File: src/rtl/cpu_pkg.sv
// Shared definitions for the multicycle CPU: opcodes, FSM states and instruction fields.
package cpu_pkg;

    localparam logic [3:0] OpMov  = 4'h0;
    localparam logic [3:0] OpAdd  = 4'h1;
    localparam logic [3:0] OpSub  = 4'h2;
    localparam logic [3:0] OpMul  = 4'h3;
    localparam logic [3:0] OpIn   = 4'h7;
    localparam logic [3:0] OpOut  = 4'h8;
    localparam logic [3:0] OpStop = 4'hF;

    localparam int unsigned OpLsb = 12;
    localparam int unsigned ALsb  = 8;
    localparam int unsigned BLsb  = 4;
    localparam int unsigned CLsb  = 0;

    // Operand nibble: bit 3 selects indirect addressing, bits 2:0 give the base address.
    localparam int unsigned IndBit = 3;

    typedef enum logic [3:0] {
        StFetch,
        StDecode,
        StRdPtr,
        StRdData,
        StWrPtr,
        StWrite,
        StInWait,
        StOutWait,
        StHalt
    } state_t;

    typedef enum logic [1:0] {
        FldA,
        FldB,
        FldC
    } fld_t;

    function automatic logic [3:0] operand_nib(input logic [15:0] ir, input fld_t fld);
        logic [3:0] nib;
        case (fld)
            FldB:    nib = ir[BLsb +: 4];
            FldC:    nib = ir[CLsb +: 4];
            default: nib = ir[ALsb +: 4];
        endcase
        return nib;
    endfunction

endpackage

File: src/rtl/cpu_alu.sv
// Combinational datapath for MOV/ADD/SUB/MUL; unlisted opcodes pass operand a through.
module cpu_alu
    import cpu_pkg::*;
#(
    parameter int unsigned DATA_WIDTH = 16
) (
    input  logic [3:0]            op,
    input  logic [DATA_WIDTH-1:0] a,
    input  logic [DATA_WIDTH-1:0] b,
    output logic [DATA_WIDTH-1:0] result
);

    always_comb begin
        result = a;
        case (op)
            OpAdd:   result = a + b;
            OpSub:   result = a - b;
            OpMul:   result = a * b;
            default: result = a;
        endcase
    end

endmodule

File: src/rtl/cpu_multicycle.sv
// Multicycle CPU core: fetches 16-bit instructions and executes them one memory access per cycle.
module cpu_multicycle
    import cpu_pkg::*;
#(
    parameter int unsigned          ADDR_WIDTH = 6,
    parameter int unsigned          DATA_WIDTH = 16,
    parameter logic [ADDR_WIDTH-1:0] PC_INIT   = 8,
    parameter logic [ADDR_WIDTH-1:0] SP_INIT   = {ADDR_WIDTH{1'b1}}
) (
    input  logic                  clk,
    input  logic                  rst,
    input  logic [DATA_WIDTH-1:0] mem_in,
    output logic                  mem_we,
    output logic [ADDR_WIDTH-1:0] mem_addr,
    output logic [DATA_WIDTH-1:0] mem_data,
    input  logic [DATA_WIDTH-1:0] in,
    input  logic                  in_valid,
    output logic                  in_ready,
    output logic [DATA_WIDTH-1:0] out,
    output logic                  out_valid,
    input  logic                  out_ready,
    output logic [ADDR_WIDTH-1:0] pc,
    output logic [ADDR_WIDTH-1:0] sp,
    output logic                  halted
);

    state_t                state;
    fld_t                  fld;
    logic                  deref;
    logic [15:0]           ir;
    logic [DATA_WIDTH-1:0] opb;
    logic [DATA_WIDTH-1:0] opc;
    logic [DATA_WIDTH-1:0] alu_res;
    logic [3:0]            cur_nib;
    logic [3:0]            a_nib;
    logic [ADDR_WIDTH-1:0] cur_x;
    logic [ADDR_WIDTH-1:0] a_x;
    logic [ADDR_WIDTH-1:0] mem_ptr;
    state_t                dest_state;

    assign cur_nib    = operand_nib(ir, fld);
    assign a_nib      = operand_nib(ir, FldA);
    assign cur_x      = {{(ADDR_WIDTH-3){1'b0}}, cur_nib[2:0]};
    assign a_x        = {{(ADDR_WIDTH-3){1'b0}}, a_nib[2:0]};
    assign mem_ptr    = mem_in[ADDR_WIDTH-1:0];
    assign dest_state = a_nib[IndBit] ? StWrPtr : StWrite;

    cpu_alu #(
        .DATA_WIDTH(DATA_WIDTH)
    ) u_alu (
        .op    (ir[OpLsb +: 4]),
        .a     (opb),
        .b     (opc),
        .result(alu_res)
    );

    // Memory/handshake strobes are forced idle while reset is asserted.
    always_comb begin
        mem_we   = 1'b0;
        mem_addr = '0;
        mem_data = '0;
        in_ready = 1'b0;
        if (!rst) begin
            case (state)
                StFetch:  mem_addr = pc;
                StRdPtr:  mem_addr = deref ? mem_ptr : cur_x;
                StWrPtr:  mem_addr = a_x;
                StWrite: begin
                    mem_we   = 1'b1;
                    mem_addr = a_nib[IndBit] ? mem_ptr : a_x;
                    mem_data = alu_res;
                end
                StInWait: in_ready = 1'b1;
                default:  ;
            endcase
        end
    end

    always_ff @(posedge clk or posedge rst) begin
        if (rst) begin
            state     <= StFetch;
            fld       <= FldB;
            deref     <= 1'b0;
            pc        <= PC_INIT;
            sp        <= SP_INIT;
            ir        <= '0;
            opb       <= '0;
            opc       <= '0;
            out       <= '0;
            out_valid <= 1'b0;
            halted    <= 1'b0;
        end else begin
            // A load later in this block overrides the consume-clear.
            if (out_ready) out_valid <= 1'b0;
            case (state)
                StFetch: begin
                    pc    <= pc + ADDR_WIDTH'(1);
                    state <= StDecode;
                end
                StDecode: begin
                    ir    <= mem_in[15:0];
                    fld   <= FldB;
                    deref <= 1'b0;
                    case (mem_in[OpLsb +: 4])
                        OpMov, OpAdd, OpSub, OpMul: state <= StRdPtr;
                        OpIn:                       state <= StInWait;
                        OpOut: begin
                            fld   <= FldA;
                            state <= StRdPtr;
                        end
                        OpStop: begin
                            halted <= 1'b1;
                            state  <= StHalt;
                        end
                        default: state <= StFetch;
                    endcase
                end
                StRdPtr: begin
                    if (!deref && cur_nib[IndBit]) begin
                        deref <= 1'b1;
                    end else begin
                        deref <= 1'b0;
                        state <= StRdData;
                    end
                end
                StRdData: begin
                    case (fld)
                        FldB: begin
                            opb <= mem_in;
                            if (ir[OpLsb +: 4] == OpMov) begin
                                state <= dest_state;
                            end else begin
                                fld   <= FldC;
                                state <= StRdPtr;
                            end
                        end
                        FldC: begin
                            opc   <= mem_in;
                            state <= dest_state;
                        end
                        default: begin
                            if (out_valid && !out_ready) begin
                                opb   <= mem_in;
                                state <= StOutWait;
                            end else begin
                                out       <= mem_in;
                                out_valid <= 1'b1;
                                state     <= StFetch;
                            end
                        end
                    endcase
                end
                StWrPtr: state <= StWrite;
                StWrite: state <= StFetch;
                StInWait: begin
                    if (in_valid) begin
                        opb   <= in;
                        state <= dest_state;
                    end
                end
                StOutWait: begin
                    if (out_ready) begin
                        out       <= opb;
                        out_valid <= 1'b1;
                        state     <= StFetch;
                    end
                end
                default: state <= StHalt;
            endcase
        end
    end

endmodule
File: config.mk
export PLATFORM = sky130hd
export DESIGN_NAME = cpu_multicycle
export DESIGN_NICKNAME = d
export VERILOG_FILES = /design/src/rtl/cpu_pkg.sv /design/src/rtl/cpu_alu.sv /design/src/rtl/cpu_multicycle.sv
export SDC_FILE = /design/constraint.sdc
export NUM_CORES = 1
export LEC_CHECK = 0
export CORE_ASPECT_RATIO = 1.75
export CORE_MARGIN = 2
export CORE_UTILIZATION = 30
export DETAILED_ROUTE_END_ITERATION = 10
export DONT_BUFFER_PORTS = 1
export PLACE_DENSITY_LB_ADDON = 0.2
export SYNTH_ARGS = -nofsm -noshare
export SYNTH_HDL_FRONTEND = slang
export SYNTH_SLANG_ARGS = --single-unit
File: constraint.sdc
create_clock -name clk -period 6.6 [get_ports clk]
set_input_delay 1.32 -clock clk [delete_from_list [all_inputs] [get_ports clk]]
set_output_delay 1.32 -clock clk [all_outputs]
set_load 0.01 [all_outputs]
======== Word level (Yosys, flattened, before mapping) ========
Index checks and enable logic that the tools add are counted.
word-level totals
  logic and storage cells ................. 100
  register bits ........................... 79
  output and inout port bits .............. 54
operators by class
  equal/unequal tests ..................... 27
  mux-type cells .......................... 40
  add/subtract/negate cells ............... 3
  multiply operators ...................... 1
  reductions and logical operators ........ 19
operators with widths
  operator                                                               count
  16-bit two-way mux                                                     7
  16-bit one-hot mux with 2 select lines                                 3
  16-bit one-hot mux with 3 select lines                                 1
  4-bit one-hot mux with 8 select lines                                  1
  4-bit by 2-bit equality test with 1-bit output, second input constant  6
  6-bit one-hot mux with 4 select lines                                  1
  4-bit by 3-bit equality test with 1-bit output, second input constant  5
  6-bit two-way mux                                                      3
  16-bit adder                                                           1
  16-bit by 16-bit multiplier with 16-bit output                         1
  2-bit inequality test, second input constant                           8
  4-bit one-hot mux with 2 select lines                                  2
  16-bit subtractor                                                      1
  4-bit by 1-bit equality test with 1-bit output, second input constant  3
  4-bit zero test                                                        3
  4-bit two-way mux                                                      3
  4-bit one-hot mux with 3 select lines                                  1
  1-bit two-way mux                                                      11
  4-bit equality test, second input constant                             2
  4-bit AND reduction                                                    2
  2-bit nonzero test                                                     4
  6-bit by 1-bit adder with 6-bit output, second input constant          1
  3-bit two-way mux                                                      2
  3-bit AND reduction                                                    2
  11 further kinds                                                       16

======== Longest topological paths before layout ========
Gate-level depths: netlist (run 1).
  word-level depth ........................ 5
  depth in mapped cells ................... 22

======== Hierarchy ========
Synthesis (run 1) repeated with hierarchy kept, for this count alone.
second synthesis, totals
  cell total of the unflattened synthesis .. 997
  area total of the unflattened synthesis .. 9,435.3 um2
modules (own cells, without submodules)
  module          area an instance (um2)  instances  cells an instance
  cpu_alu         5,275.1                 1          666
  cpu_multicycle  4,160.2                 1          331

======== Worst setup path after synthesis (run 1) ========
OpenSTA, ideal clock, no wires.
  path type ............................... flip-flop to output port
  from .................................... register opc[2]
  to ...................................... output mem_data[15]
  required time ........................... 5.280 ns
  cell stages (with the launch flop) ...... 21
  data arrival time ....................... 5.544 ns
  slack ................................... -0.264 ns
  path through ............................ dfrtp_1 -> buf_6 -> clkbuf_1 -> and2_1 -> fa_1 -> inv_1 -> fa_1 -> inv_1 -> fa_1 -> fa_1 -> inv_1 -> fa_1 -> fa_1 -> xor2_1 -> xnor2_1 -> xnor2_1 -> xnor2_2 -> xnor3_1 -> or4_1 -> nand3_1 -> a31oi_1
between the ends
  cells in the longest elaborated chain, start to end .. 4
RTL lines
  element                                                                       RTL line               RTL
  start, declared                                                               cpu_multicycle.sv:32   logic [DATA_WIDTH-1:0] opc;
  start signal, assigned                                                        cpu_multicycle.sv:138  opc <= mem_in;
  16-bit by 16-bit multiplier with 16-bit output, or another cell as far along  cpu_alu.sv:18          OpMul: result = a * b;
  16-bit one-hot mux with 3 select lines (*)                                    cpu_alu.sv:15          case (op)
  16-bit two-way mux (*)                                                        cpu_multicycle.sv:64   case (state)
  16-bit two-way mux (*)                                                        cpu_multicycle.sv:63   if (!rst) begin
  end, declared                                                                 cpu_multicycle.sv:15   output logic [DATA_WIDTH-1:0] mem_data,
Every way passes the cells marked *; elsewhere a longest branch is shown, timed or not.

======== Worst setup path after layout (run 1) ========
  from .................................... register opb[5]
  to ...................................... output mem_data[14]
between the ends
  cells in the longest elaborated chain, start to end .. 4
RTL lines
  element                                                                       RTL line               RTL
  start, declared                                                               cpu_multicycle.sv:31   logic [DATA_WIDTH-1:0] opb;
  start signal, assigned                                                        cpu_multicycle.sv:129  opb <= mem_in;
  start signal, assigned                                                        cpu_multicycle.sv:143  opb <= mem_in;
  start signal, assigned                                                        cpu_multicycle.sv:157  opb <= in;
  16-bit by 16-bit multiplier with 16-bit output, or another cell as far along  cpu_alu.sv:18
  16-bit one-hot mux with 3 select lines (*)                                    cpu_alu.sv:15
  16-bit two-way mux (*)                                                        cpu_multicycle.sv:64
  16-bit two-way mux (*)                                                        cpu_multicycle.sv:63
Marks and branches as above.

==> impl_metrics.tcl, run 1 <==
set metrics [dict create \
    ys_ff_latch 79 \
    yosysSeqAreaShare_pct 21.6 \
    detail_route.vias_per_cell 4.94 \
    cp-end-kind "output port" \
    cts_tree "built" \
    synthesis.area_um2 9180 \
    min_path_type "register to register" \
    cts-root-buf "clkbuf_16" \
    initial_utilization_pct 30.5 \
    worstHoldStart "fld[0]" \
    die_h_um 235 \
    cts_made_buffers 9 \
    drc 0 \
    slew_headroom_pct 36.1 \
    slew_viol_final 0 \
    cap_violations 0 \
    dieArea_um2 32100 \
    tns_ps -1450 \
    synthCells 1044 \
    drt-initial-drc-count 353 \
    fmax_mhz 143 \
    cp-start-kind "register" \
    setup_viol 6 \
    finalWirelength_mm 29.9 \
    core-area_um2 30100 \
    portBuffers 0 \
    wire_per_inst_um 20.1 \
    nNetsFinal 1287 \
    min_path_cells 2 \
    crit_type "register to output port" \
    async_flop_share_pct 100 \
    met2_usage_pct 37.6 \
    status "finished with violations" \
    gr-usage-met1_pct 20.4 \
    grt_usage_pct 19.4 \
    synth_top_area_share_pct 21.0 \
    gp_routability_congestion 0.922 \
    fin_ws_ps -417 \
    grt_max_degree 64 \
    rows 84 \
    dpl.hpwl_mm 25.1 \
    cp.arrival_ps 5700 \
    clock_path_buffers 2 \
    busiest_layer "met2" \
    layout-drive-gt1-share_pct 19.2 \
    synth_warnings 6 \
    n_antenna_cell 0 \
    crit_required_ps 5280 \
    synth_flop_cell "dfrtp_1" \
    grt_pass1_wl_mm 46.9 \
    drt-pass1-iter-count 5 \
    die_w_um 136 \
    clkTransAtPathRegs_ps 60 \
    htreeDepth 3 \
    r2r_cells 8 \
    hold_viol_final 0 \
    finClkSkew_ps 7.49 \
    syn_area_per_cell_um2 8.79 \
    post_synth_most_frequent_cells "126 x inv_1, 122 x nand2_1, 81 x fa_1, 77 x dfrtp_1" \
    place_ws_ps -218 \
    grt_pass1_vias 8091 \
    violations "setup timing" \
    yosysMostFrequentCell "inv_1" \
    rsz0062_at_grt "true" \
    syn_to_final_growth_pct 16.9 \
    reg2reg_slack_ps 3860 \
    ant_nets 0 \
    cts.sinks 79 \
    use_met3_pct 2.28 \
    period_needed_ps 7020 \
    cp_max_fo 6 \
    io_pins 90 \
    regToRegEndpoint "opb[13]" \
    synth_cell_types 64 \
    worst_pin_slew_ps 950 \
    synth_edf_count 0 \
    antenna_found_initial 0 \
    overflow 0 \
    timing.final.crit_share_pct 106 \
    holdBufCountCts 0 \
    r2r-start "state[1]" \
    hold_path_end "fld[0]" \
    synth.area.top_cells "dfrtp_1 21%, fa_1 18%, ha_1 9.4%, inv_1 5.2%, nand2_1 5.0%" \
    yosys.area.top_type "dfrtp_1" \
    clock_latency_ps 350 \
    vias 7375 \
]
layout make-up:
| class | count | area (um^2) |
|---|---|---|
| Clock buffer | 9 | 225 |
| Clock inverter | 7 | 47.5 |
| Fill cell | 3203 | 19300 |
| Inverter | 126 | 474 |
| Multi-Input combinational cell | 782 | 6660 |
| Sequential cell | 79 | 1990 |
| Tap cell | 387 | 484 |
| Timing Repair Buffer | 103 | 852 |
worst max-delay path by stage:
| stage | startpoint | end | slack (ps) |
|---|---|---|---|
| 2_1_floorplan | opc[2] | mem_data[15] | -10 |
| 3_3_place_gp | opb[5] | mem_data[14] | -210 |
| 3_5_place_dp | opb[7] | mem_data[15] | -220 |
| 4_1_cts | opc[2] | mem_data[15] | -470 |
| 5_1_grt | opb[7] | mem_data[15] | -600 |
| 6_report | opb[5] | mem_data[14] | -420 |
through the flow:
step	hold slack (ps)	utilization, %	instances	cell area [um^2]
after floorplan	481	-	1049	9240
after global placement	496	33.8	1467	10200
after detailed placement	497	33.8	1467	10200
after CTS	513	35.4	1493	10600
after global routing	538	35.7	1493	10700
final	513	35.7	1493	10700
cells in the final DEF (no fill, tap or decap), types with 7 or more instances in the layout:
cell type and n:
mux2_2 32, xnor2_1 43, nand2b_1 8, buf_4 90, buf_6 9, a21oi_2 8, dfrtp_1 69, nand3_1 12
nand2_1 121, xor2_1 17, o21ai_0 43, clkbuf_16 9, ha_1 62, dfrtp_2 8, inv_1 122, fa_1 77
nor2b_1 7, a222oi_1 7, mux2i_1 31, and2_1 65, nor3_1 9, nor2_1 61, a22oi_1 12, a21oi_1 43
o21a_1 10
worst max-delay path, stage by stage (launching register included):
cell	delay (ps)
dfrtp_2	430
buf_6	130
and2_4	150
fa_1	540
inv_1	50
fa_1	520
fa_1	440
fa_1	510
inv_1	50
fa_1	470
inv_1	50
fa_1	490
inv_2	50
ha_4	250
and3_4	180
a211oi_4	250
a21oi_1	110
xor2_1	170
a222oi_1	390
nor2_2	110
cell families (layout without fill, tap and decap cells):
logic type      after synthesis  in the layout  synth area share (%)
other cells                   1              6                0.0408
compound gates              174            174                  12.0
buf+inv                     188            245                  8.31
flops                        79             79                  21.6
mux                          63             63                  7.31
simple gates                323            323                  16.9
fa+ha+maj                   150            150                  27.1
xor+xnor                     66             66                  6.77
sequential cells by signal, summed over array words and instances (netlist names):
register / count
ir: 16
opb: 16
opc: 16
out: 16
pc: 6
state: 4
fld: 2
deref: 1
halted: 1
out_valid: 1
metal layers:
layer | wire [um] | vias to the layer above | part of all wire [%]
met1 | 11100 | 3614 | 37
met3 | 913 | 53 | 3.0
met5 | 0 | - | 0
met2 | 16700 | 168 | 56
li1 | - | 3540 | -
met4 | 1260 | 0 | 4.2
what timing repair did:
item                                    CTS  global route
endpoints found under the setup margin    7             8
resized for setup                        32            24
setup buffers                            10             0
pin swaps                                19            22
Power of run 1 is not shown: default switching activity piles up to over one toggle a cycle in this logic, so the estimate is an artifact.
==> run 2: changes to the inputs <==
- SETUP_SLACK_MARGIN: default -> 0.15
- SYNTH_HIERARCHICAL: default -> 1
==> impl_metrics.tcl, run 2 <==
set metrics [dict create \
    cp-end-kind "output port" \
    multiInputGateArea_um2 7070 \
    grt_max_degree 62 \
    detail_route.vias_per_cell 4.97 \
    cap_violations 0 \
    layout-drive-gt1-share_pct 30.1 \
    synth_xor_area_share_pct 6.22 \
    synthCells 997 \
    antenna_found_initial 0 \
    violations "setup timing" \
    die_w_um 138 \
    synth_mux_area_share_pct 12.5 \
    synth.area.top_cells "dfrtp_1 20%, fa_1 17%, mux2_2 9.9%, ha_1 9.1%, and2_1 5.6%" \
    synth_top_area_share_pct 20.4 \
    setup_viol 6 \
    gp_routability_congestion 0.843 \
    synth-compound-area-share_pct 9.52 \
    drt-pass1-iter-count 4 \
    initial_utilization_pct 30.6 \
    cts_tree "built" \
    synthesis.area_um2 9440 \
    drc 0 \
    vias 7316 \
    synth_cell_types 71 \
    nNetsFinal 1262 \
    cp-start-kind "register" \
    drt-initial-drc-count 216 \
    ys_ff_latch 79 \
    rows 85 \
    fmax_mhz 142 \
    worst_pin_slew_ps 1080 \
    crit_type "register to output port" \
    overflow 0 \
    final_cell_mix "115 x inv_1, 96 x nand2_1, 96 x buf_4" \
    dieArea_um2 32900 \
    rsz0062_at_grt "true" \
    synthSimpleGateAreaFrac_pct 16.7 \
    n_fill_cell 3232 \
    synth_top_family_by_area "adder cells" \
    cp_max_fo 5 \
    clkTransAtPathRegs_ps 60 \
    cts_made_buffers 9 \
    portBuffers 0 \
    htreeDepth 3 \
    slew_viol_final 0 \
    yosysMostFrequentCell "inv_1" \
    yosysSeqAreaShare_pct 21.0 \
    tns_ps -1590 \
    slew_headroom_pct 27.9 \
    final_common_cell "inv_1" \
    dpl.hpwl_mm 24.7 \
    crit_required_ps 5280 \
    cts-root-buf "clkbuf_16" \
    synth_edf_count 0 \
    period_needed_ps 7020 \
    grt_pass1_vias 8188 \
    synth_adder_area_share_pct 26.3 \
    timing.final.crit_share_pct 106 \
    grt_usage_pct 18.5 \
    n_antenna_cell 0 \
    synth_warnings 18 \
    core-area_um2 30800 \
    synth_flop_cell "dfrtp_1" \
    syn_to_final_growth_pct 19.4 \
    clock_path_buffers 2 \
    finalWirelength_mm 30.0 \
    wire_per_inst_um 20.4 \
    seqCellArea_um2 1990 \
    syn_area_per_cell_um2 9.46 \
    die_h_um 239 \
    grt_pass1_wl_mm 46.8 \
    io_pins 90 \
    yosys.area.top_type "dfrtp_1" \
    async_flop_share_pct 100 \
    min_path_type "register to register" \
    ant_nets 0 \
    cts.sinks 79 \
    cp.arrival_ps 5700 \
    status "finished with violations" \
    clock_latency_ps 350 \
    fin_ws_ps -423 \
    fin_util_pct 36.5 \
    post_synth_most_frequent_cells "127 x inv_1, 97 x nand2_1, 84 x and2_1, 83 x mux2_2, 81 x fa_1" \
    finClkSkew_ps 7.29 \
    hold_viol_final 0 \
]
## run 2: changes by cell type in the layout (fill, tap and decap cells not counted), sizes merged, moves of 9 or more
| cell | change |
|---|---|
| o21ai | -24 |
| nand2 | -26 |
| and2 | +14 |
| nor3 | +10 |
| a21oi | -21 |
| mux2 | +67 |
| mux2i | -31 |
| buf | +9 |
| nor2 | -25 |
## run 2: layout make-up
| type | count | area share (%) |
|---|---|---|
| Tap cell | 391 | 4.34 |
| Timing Repair Buffer | 112 | 8.11 |
| Clock inverter | 6 | 0.822 |
| Inverter | 127 | 4.24 |
| Sequential cell | 79 | 17.7 |
| Multi-Input combinational cell | 747 | 62.7 |
| Clock buffer | 10 | 2.03 |
## run 2: cell families (layout without fill, tap and decap cells)
logic type               Yosys count  count (layout)
flip-flops                        79              79
other                              1               6
buffers and inverters            176             255
AO/OA/AOI/OAI                    128             128
XOR/XNOR                          67              67
AND/OR/NAND/NOR                  297             297
multiplexers                      99              99
adder cells (fa/ha/maj)          150             150
## run 2: worst max-delay path, stage by stage (launching register included)
cell and delay, ps:
dfrtp_2 450, buf_6 140, and2_4 130, fa_1 500
inv_2 40, fa_1 510, fa_1 430, fa_1 510
inv_1 50, fa_1 490, inv_2 40, fa_1 480
inv_2 50, ha_4 210, and2_4 140, o21a_1 170
a41o_1 250, buf_6 130, nor2_4 70, xnor2_1 70
a221o_1 330, and2_4 150
## run 2: path summary, 6_finish.rpt
kind / from / endpoint / slack [ps] / depth (start not counted)
setup / recovery: opc[4] / mem_data[13] / -420 / 21
hold / removal: ir[1] / ir[1] / 510 / 1
setup reg to reg: state[3] / out[8] / 3750 / 5
hold reg to reg: ir[1] / ir[1] / 510 / 1
max in group asynchronous: rst / opb[7] / 4590 / 2
min in group asynchronous: rst / opb[1] / 820 / 1
## run 2: per-layer routing
layer	track usage, %	wire, um	vias up
met1	18.6	11000	3669
met3	2.02	704	57
met4	9.09	1230	0
met2	37.0	17100	129
li1	-	-	3461
met5	0	0	-
## run 2: per-stage QoR
stage | hold slack, ps | instances | area (um^2) | worst slack (ps)
final | 510 | 1472 | 11300 | -423
after detailed placement | 500 | 1431 | 10400 | -317
after global placement | 492 | 1431 | 10400 | -224
after global routing | 534 | 1472 | 11300 | -610
after CTS | 514 | 1469 | 11200 | -456
after floorplan | 474 | 1002 | 9560 | 53.1
## run 2: repair_timing
item | CTS | global route
hold buffers | 0 | 0
cloned | 0 | 0
pin swaps | 35 | 22
resized for setup | 68 | 21
setup endpoints to repair | 9 | 9
buffers inserted | 22 | 3
Power of run 2 is left out for the same reason.
